--- config.mk ---
export PLATFORM = sky130hd
export DESIGN_NAME = ex_wb_writeback
export DESIGN_NICKNAME = d
export VERILOG_FILES = /design/src/rtl/ex_wb_writeback.sv
export SDC_FILE = /design/constraint.sdc
export NUM_CORES = 1
export LEC_CHECK = 0
export ABC_AREA = 1
export CAP_MARGIN = 30
export CORE_MARGIN = 2
export CORE_UTILIZATION = 30
export CTS_CLUSTER_DIAMETER = 200
export DETAILED_ROUTE_END_ITERATION = 8
export SETUP_SLACK_MARGIN = 0.05
export SYNTH_ARGS = -nofsm -noshare
export SYNTH_HDL_FRONTEND = slang
export SYNTH_SLANG_ARGS = --single-unit
--- constraint.sdc ---
create_clock -name Clk -period 6.3 [get_ports Clk]
set_clock_uncertainty 0.1 [all_clocks]
set_input_delay 1.26 -clock Clk [delete_from_list [all_inputs] [get_ports Clk]]
set_output_delay 1.26 -clock Clk [all_outputs]
set_load 0.05 [all_outputs]
--- src/rtl/ex_wb_writeback.sv ---
`default_nettype none
// ============================================================================
//  Module   : ex_wb_writeback
//  Purpose  : Execute stage plus EX/WB pipeline register of the 8-bit
//             pipelined core. Computes the result of the decoded ID/EX
//             operation, registers it, and drives the register-file write
//             port. When the instruction in EX/WB writes the register that
//             the current instruction reads, its result is forwarded into
//             operand A.
//  Ports    :
//    Clk               in   1       rising-edge clock
//    Reset             in   1       asynchronous, active-low reset
//    Stall             in   1       hold EX/WB contents this cycle
//    Flush             in   1       load a bubble (no write) this cycle
//    ID_EX_Opcode      in   2       00 NOP, 01 MOV, 10 ADDI, 11 LI
//    ID_EX_RS          in   ADDR_W  source register index
//    ID_EX_RD          in   ADDR_W  destination register index
//    ID_EX_Read_Data   in   DATA_W  register-file read value for RS
//    ID_EX_Imm         in   DATA_W  sign-extended immediate
//    EX_WB_RD          out  ADDR_W  write index to register file
//    EX_WB_Write_Data  out  DATA_W  write data to register file
//    EX_WB_Reg_Write   out  1       write enable to register file
//    Fwd_Active        out  1       forwarding selected this cycle (comb)
//    Retire_Count      out  CNT_W   count of writes loaded into EX/WB
//  Revision : 1.0  initial release
// ============================================================================
module ex_wb_writeback #(
  parameter int DATA_W = 8,
  parameter int ADDR_W = 3,
  parameter int CNT_W  = 16
) (
  input  logic              Clk,
  input  logic              Reset,
  input  logic              Stall,
  input  logic              Flush,
  input  logic [1:0]        ID_EX_Opcode,
  input  logic [ADDR_W-1:0] ID_EX_RS,
  input  logic [ADDR_W-1:0] ID_EX_RD,
  input  logic [DATA_W-1:0] ID_EX_Read_Data,
  input  logic [DATA_W-1:0] ID_EX_Imm,
  output logic [ADDR_W-1:0] EX_WB_RD,
  output logic [DATA_W-1:0] EX_WB_Write_Data,
  output logic              EX_WB_Reg_Write,
  output logic              Fwd_Active,
  output logic [CNT_W-1:0]  Retire_Count
);

  localparam logic [1:0] c_OP_NOP  = 2'b00;
  localparam logic [1:0] c_OP_MOV  = 2'b01;
  localparam logic [1:0] c_OP_ADDI = 2'b10;
  localparam logic [1:0] c_OP_LI   = 2'b11;

  // EX/WB pipeline state
  logic [ADDR_W-1:0] rd_q,   rd_d;
  logic [DATA_W-1:0] data_q, data_d;
  logic              we_q,   we_d;
  logic [CNT_W-1:0]  cnt_q,  cnt_d;

  // Execute-stage combinational signals
  logic              fwd_w;
  logic [DATA_W-1:0] opa_w;
  logic [DATA_W-1:0] result_w;
  logic              valid_w;

  // --------------------------------------------------------------------------
  // Operand A selection. Only a pending write (we_q) may forward, so a bubble
  // left in EX/WB with RD=0 never hijacks a read of register 0.
  // --------------------------------------------------------------------------
  always_comb begin
    fwd_w = we_q && (rd_q == ID_EX_RS);
    opa_w = fwd_w ? data_q : ID_EX_Read_Data;
  end

  // --------------------------------------------------------------------------
  // Result computation; ADDI wraps modulo 2^DATA_W (carry discarded).
  // --------------------------------------------------------------------------
  always_comb begin
    result_w = '0;
    unique case (ID_EX_Opcode)
      c_OP_MOV:  result_w = opa_w;
      c_OP_ADDI: result_w = opa_w + ID_EX_Imm;
      c_OP_LI:   result_w = ID_EX_Imm;
      c_OP_NOP:  result_w = '0;
      default:   result_w = '0;
    endcase
  end

  assign valid_w = (ID_EX_Opcode != c_OP_NOP);

  // --------------------------------------------------------------------------
  // Next-state for EX/WB. Flush has priority over Stall; a stalled entry
  // keeps asserting its write, which is harmless since it rewrites the same
  // value to the same register.
  // --------------------------------------------------------------------------
  always_comb begin
    rd_d   = rd_q;
    data_d = data_q;
    we_d   = we_q;
    cnt_d  = cnt_q;
    if (Flush) begin
      rd_d   = '0;
      data_d = '0;
      we_d   = 1'b0;
    end else if (!Stall) begin
      rd_d   = ID_EX_RD;
      data_d = result_w;
      we_d   = valid_w;
      // Counter wraps silently at 2^CNT_W.
      cnt_d  = cnt_q + CNT_W'(valid_w);
    end
  end

  always_ff @(posedge Clk or negedge Reset) begin
    if (!Reset) begin
      rd_q   <= '0;
      data_q <= '0;
      we_q   <= 1'b0;
      cnt_q  <= '0;
    end else begin
      rd_q   <= rd_d;
      data_q <= data_d;
      we_q   <= we_d;
      cnt_q  <= cnt_d;
    end
  end

  assign EX_WB_RD         = rd_q;
  assign EX_WB_Write_Data = data_q;
  assign EX_WB_Reg_Write  = we_q;
  assign Fwd_Active       = fwd_w;
  assign Retire_Count     = cnt_q;

endmodule
`default_nettype wire

Word-level counts from Yosys, hierarchy flattened
Cells that the tools add are included.

Bits in registers: 28. Input port bits: 28. Word-level logic and storage cells: 25.

Bitwise operators: 2. Reductions and logical operators: 4. Equal/unequal tests: 5. Mux-type cells: 8. $add $sub $neg: 2.

Operators by type and width (number): $pmux 8 s4 (1); $mux 8 (3); $add 16x1->16 (1); $add 8x8->8 (1); $mux 3 (2); $eq 2x2->1 const B (2); $eq 3x3->1 (1); $eq 2x1->1 const B (1); $logic_not 2->1 (1); $mux 1 (2); $ne 2x1->1 const B (1); $not 1->1 (2); $reduce_and 2->1 (1); $reduce_bool 2->1 (1); $logic_and 1x1->1 (1).

Logic depth before layout (Yosys ltp)
Depth in word-level cells: 7. Mapped depth: 20. Mapped depth without buffers: 19.

Worst setup path after synthesis
No wires, ideal clock.

Path type: input -> register. Start: input ID_EX_RS[0]. End: register data_q[6], in the netlist EX_WB_Write_Data[6]. Arrival time: 3.151 ns. Setup time: 0.130 ns. Setup slack: 2.919 ns. Stages: 18. Cell sequence: inv_1 -> nand2_1 -> nand2_1 -> nor2_1 -> nand2_2 -> buf_6 -> o21ai_1 -> ha_1 -> inv_1 -> fa_1 -> inv_1 -> nand4_1 -> nand3_1 -> nand2_1 -> nand2_1 -> o21ai_0 -> o211ai_1 -> o21ai_0.

Longest elaborated chain between the ends: 7.

RTL lines: from (decl) (line 37) `input logic [ADDR_W-1:0] ID_EX_RS,`; $eq 3x3->1 (*) (line 70) `fwd_w = we_q && (rd_q == ID_EX_RS);`; $logic_and 1x1->1 (*) (line 70); $mux 8 (*) (line 71) `opa_w = fwd_w ? data_q : ID_EX_Read_Data;`; $add 8x8->8 (line 81) `c_OP_ADDI: result_w = opa_w + ID_EX_Imm;`; $pmux 8 s4 (*) (line 79) `unique case (ID_EX_Opcode)`; $mux 8 (*) (line 104) `end else if (!Stall) begin`; $mux 8 (*) (line 100) `if (Flush) begin`; to (signal assigned) (line 121) `data_q <= data_d;`; to (decl) (line 55) `logic [DATA_W-1:0] data_q, data_d;`.

Mark *: on every way between the ends. The rest lies on a longest branch, timed or not. The select of a mux whose other input is x is not followed. A chain may end at the register's enable or synchronous reset.

Worst setup path after layout
Start: input ID_EX_RS[0]. End: output Fwd_Active.

Longest elaborated chain between the ends: 2.

RTL lines: $eq 3x3->1 (line 70); $logic_and 1x1->1 (line 70); to (decl) (line 44) `output logic Fwd_Active,`.

Every way passes these cells.

==> run_results.csv <==
group,metric,value,unit
routing,drcViolationCount,0,
pwr,vdd_ir_drop_max,0.133,mV
pwr,p_switching,0.192,mW
sta,rsz_0062_raised_after_global_routing,"no",
yosys,synth.net_count,278,
yosys,synth_seq_cells,28,
setup_path,critPathMaxFanout,16,
clocking,clk_pin_slew_worst_paths,90,ps
clocking,clk_path_buf_depth,2,
clocking,numClockSinks,28,
setup_path,setup.worst_path.start_class,"input pin",
layout,antennaDiodeCount,0,
sta,tns,0,ps
floorplanning,die_area,6800,sq um
flow_run,max-cap-violations,0,
sta,timing.slew.headroom,66.2,%
setup_path,crit_type,"input pin to primary output",
pwr,clkPwrFrac,21.4,%
grt,busiest_layer,"met2",
routing,routedWlPerCell,11.8,microns
pwr,cellPowerDensity,203,nW/um^2
sta,report.final.setup_viol,0,
yosys,ys.warnings.count,0,
clocking,postcts_resize_cnt,0,
floorplanning,core-area,5920,sq um
setup_path,worstReg2RegStart,"EX_WB_RD[0]",
grt,wire_length_of_the_first_global_routing_pass,7190,microns
clocking,worstSkewPairLatency,270,ps
floorplanning,initial_core_util,31.2,%
routing,drtIter0Drc,83,
sta,timing.final.max_slew_violations,0,
routing,route.antenna.remaining_nets,0,
grt,first_global_vias,1604,
grt,grt_util_met3,1.30,%
clocking,post-cts-setup-buffers,0,
routing,detail_route.first_pass.iterations,4,
layout,layout_commonest_cell,"sky130_fd_sc_hd__nand2_1",
run_status,status,"complete, no violations",
layout,synthToLayoutAreaGrowth,37.7,%
floorplanning,chipHeight,82.5,microns
layout,layout.nets,337,
layout,fillers,612,
clocking,cell_at_the_root_of_the_clock_tree,"sky130_fd_sc_hd__clkbuf_8",
routing,num_vias,1734,
sta,hold_viol,0,
layout,layout_common_cells,"63 x sky130_fd_sc_hd__nand2_1, 56 x sky130_fd_sc_hd__clkdlybuf4s50_1, 34 x sky130_fd_sc_hd__inv_1, 28 x sky130_fd_sc_hd__dfrtp_1",
clocking,tritoncts,"done",
pwr,internal_power,0.325,mW
grt,grt_use_met1,17.9,%
setup_path,critical_path.startpoint,"ID_EX_RS[0]",
yosys,synth_cell_type_count,32,
grt,grt_start_max_net_pins,29,
clocking,clock_tree.htree_level_count,1,
grt,initial_antenna_violation_count,0,
pwr,p_seq_share,41.5,%
placed_design,dp_hpwl,3630,microns
yosys,syn_area_per_cell,7.70,sq um
grt,leftover_overflow_at_the_end_of_global_routing,0,
grt,grt_use_met2,23.2,%
sta,post-route-min-period,4590,ps
clocking,ctsHoldBuffers,0,
floorplanning,num_rows,28,
pwr,total_leakage_power,1.19,nW
sta,fmaxAchievable,0.218,GHz
setup_path,cp-end-kind,"primary output",
layout,post_layout_nonfiller_instances,373,
pwr,power.switching_fraction,37.2,%
placed_design,place.detailed.instances,369,
min_path,holdCritPathClass,"flip-flop to flip-flop",
floorplanning,die-width,82.5,microns
yosys,syn_area,1850,sq um
placed_design,gp_congestion,0.935,
min_path,timing.hold.worst.start,"Retire_Count[15]",
grt,grt_use_total,13.5,%
clocking,cts_made_buffers,3,
yosys,synthCells,240,
routing,drt_wl_total,4410,microns
layout,layout-drive-gt1-share,6.04,%
yosys,synth.yosys.seq_area_share,37.9,%
floorplanning,ios,57,
routing,post_drt_via_cell_ratio,4.65,
setup_path,worst-endpoint-arrival,3230,ps
pwr,comb_power_share,37.1,%
sta,tightest_slew,506,ps
placed_design,place.port_buffers,56,
sta,timing.final.crit_share,72.8,%
setup_path,crit_required,4940,ps
-- metal layers --
| metal | vias up | share of wire (%) |
|---|---|---|
| li1 | 892 | - |
| met1 | 783 | 45 |
| met2 | 54 | 48 |
| met3 | 5 | 6.4 |
| met4 | 0 | 1.1 |
| met5 | - | 0 |
-- worst max-delay path, stage by stage --
cell,delay (ps)
sky130_fd_sc_hd__clkdlybuf4s50_1,470
sky130_fd_sc_hd__inv_1,50
sky130_fd_sc_hd__nand2_1,50
sky130_fd_sc_hd__nand2_1,50
sky130_fd_sc_hd__nor2_1,180
sky130_fd_sc_hd__nand2_2,240
sky130_fd_sc_hd__inv_2,120
sky130_fd_sc_hd__clkdlybuf4s50_1,810
-- flip-flops by register name (all words and copies together) (netlist names) --
name / count
EX_WB_Write_Data: 8
EX_WB_RD: 3
Retire_Count: 16
EX_WB_Reg_Write: 1
-- path summary, 6_finish.rpt --
path	depth (start not counted)	slack [ps]	end
max in group asynchronous	2	4580	Retire_Count[11]
setup reg to reg	15	3480	EX_WB_Write_Data[6]
min in group asynchronous	2	1250	Retire_Count[3]
hold / removal	1	380	Retire_Count[15]
setup / recovery	8	1710	Fwd_Active
hold reg to reg	1	380	Retire_Count[15]
-- power by group through the flow --
stage                     logic [mW]  registers [mW]  clock network (mW)
final                          0.192           0.215               0.111
after global routing           0.209           0.218               0.122
after CTS                      0.194           0.215               0.116
after detailed placement       0.193           0.219                   0
after global placement         0.192           0.218                   0
after floorplan               0.0636           0.274                   0
-- metrics by stage --
| stage | util [%] | worst slack (ps) | power (mW) | instance area [sq um] | hold slack (ps) |
|---|---|---|---|---|---|
| 2_1_floorplan | - | 2920 | 0.337 | 1850 | 661 |
| 6_report | 43.0 | 1710 | 0.517 | 2540 | 377 |
| 3_3_place_gp | 42.1 | 1720 | 0.410 | 2490 | 360 |
| 5_1_grt | 43.0 | 1550 | 0.549 | 2540 | 412 |
| 3_5_place_dp | 42.1 | 1710 | 0.412 | 2490 | 372 |
| 4_1_cts | 43.0 | 1700 | 0.524 | 2540 | 385 |
-- kinds of logic (layout without fill, tap and decap cells) --
kind of cell / after synthesis / after routing / share of synthesized area, %
adder cells (fa/ha/maj): 10 / 10 / 7.18
buffers and inverters: 40 / 98 / 8.60
AND/OR/NAND/NOR: 111 / 111 / 28.1
AO/OA/AOI/OAI: 36 / 36 / 11.1
XOR/XNOR: 15 / 15 / 7.11
flip-flops: 28 / 28 / 37.9
-- area by class of cell --
type / count / area, sq um / area share, %
Clock buffer: 4 / 55.1 / 2.16
Inverter: 37 / 139 / 5.46
Multi-Input combinational cell: 172 / 988 / 38.8
Timing Repair Buffer: 57 / 568 / 22.3
Sequential cell: 28 / 701 / 27.5
Tap cell: 75 / 93.8 / 3.69
-- synthesized netlist by cell type (all sizes together) --
cell type,count,area [sq um]
a21oi,3,15.0
a221o,1,10.0
a22o,1,8.76
a31oi,1,6.26
buf,3,20.0
dfrtp,28,701
fa,1,20.0
ha,9,113
inv,37,139
nand2,64,243
nand3,20,123
nand4,4,25.0
nor2,20,108
nor3,2,15.0
o211ai,3,22.5
o21ai,24,120
o21bai,1,7.51
o221ai,1,8.76
o22ai,1,6.26
or2,1,6.26
xnor2,9,78.8
xor2,6,52.6
No activity file was read; power rests on OpenSTA's default activity.
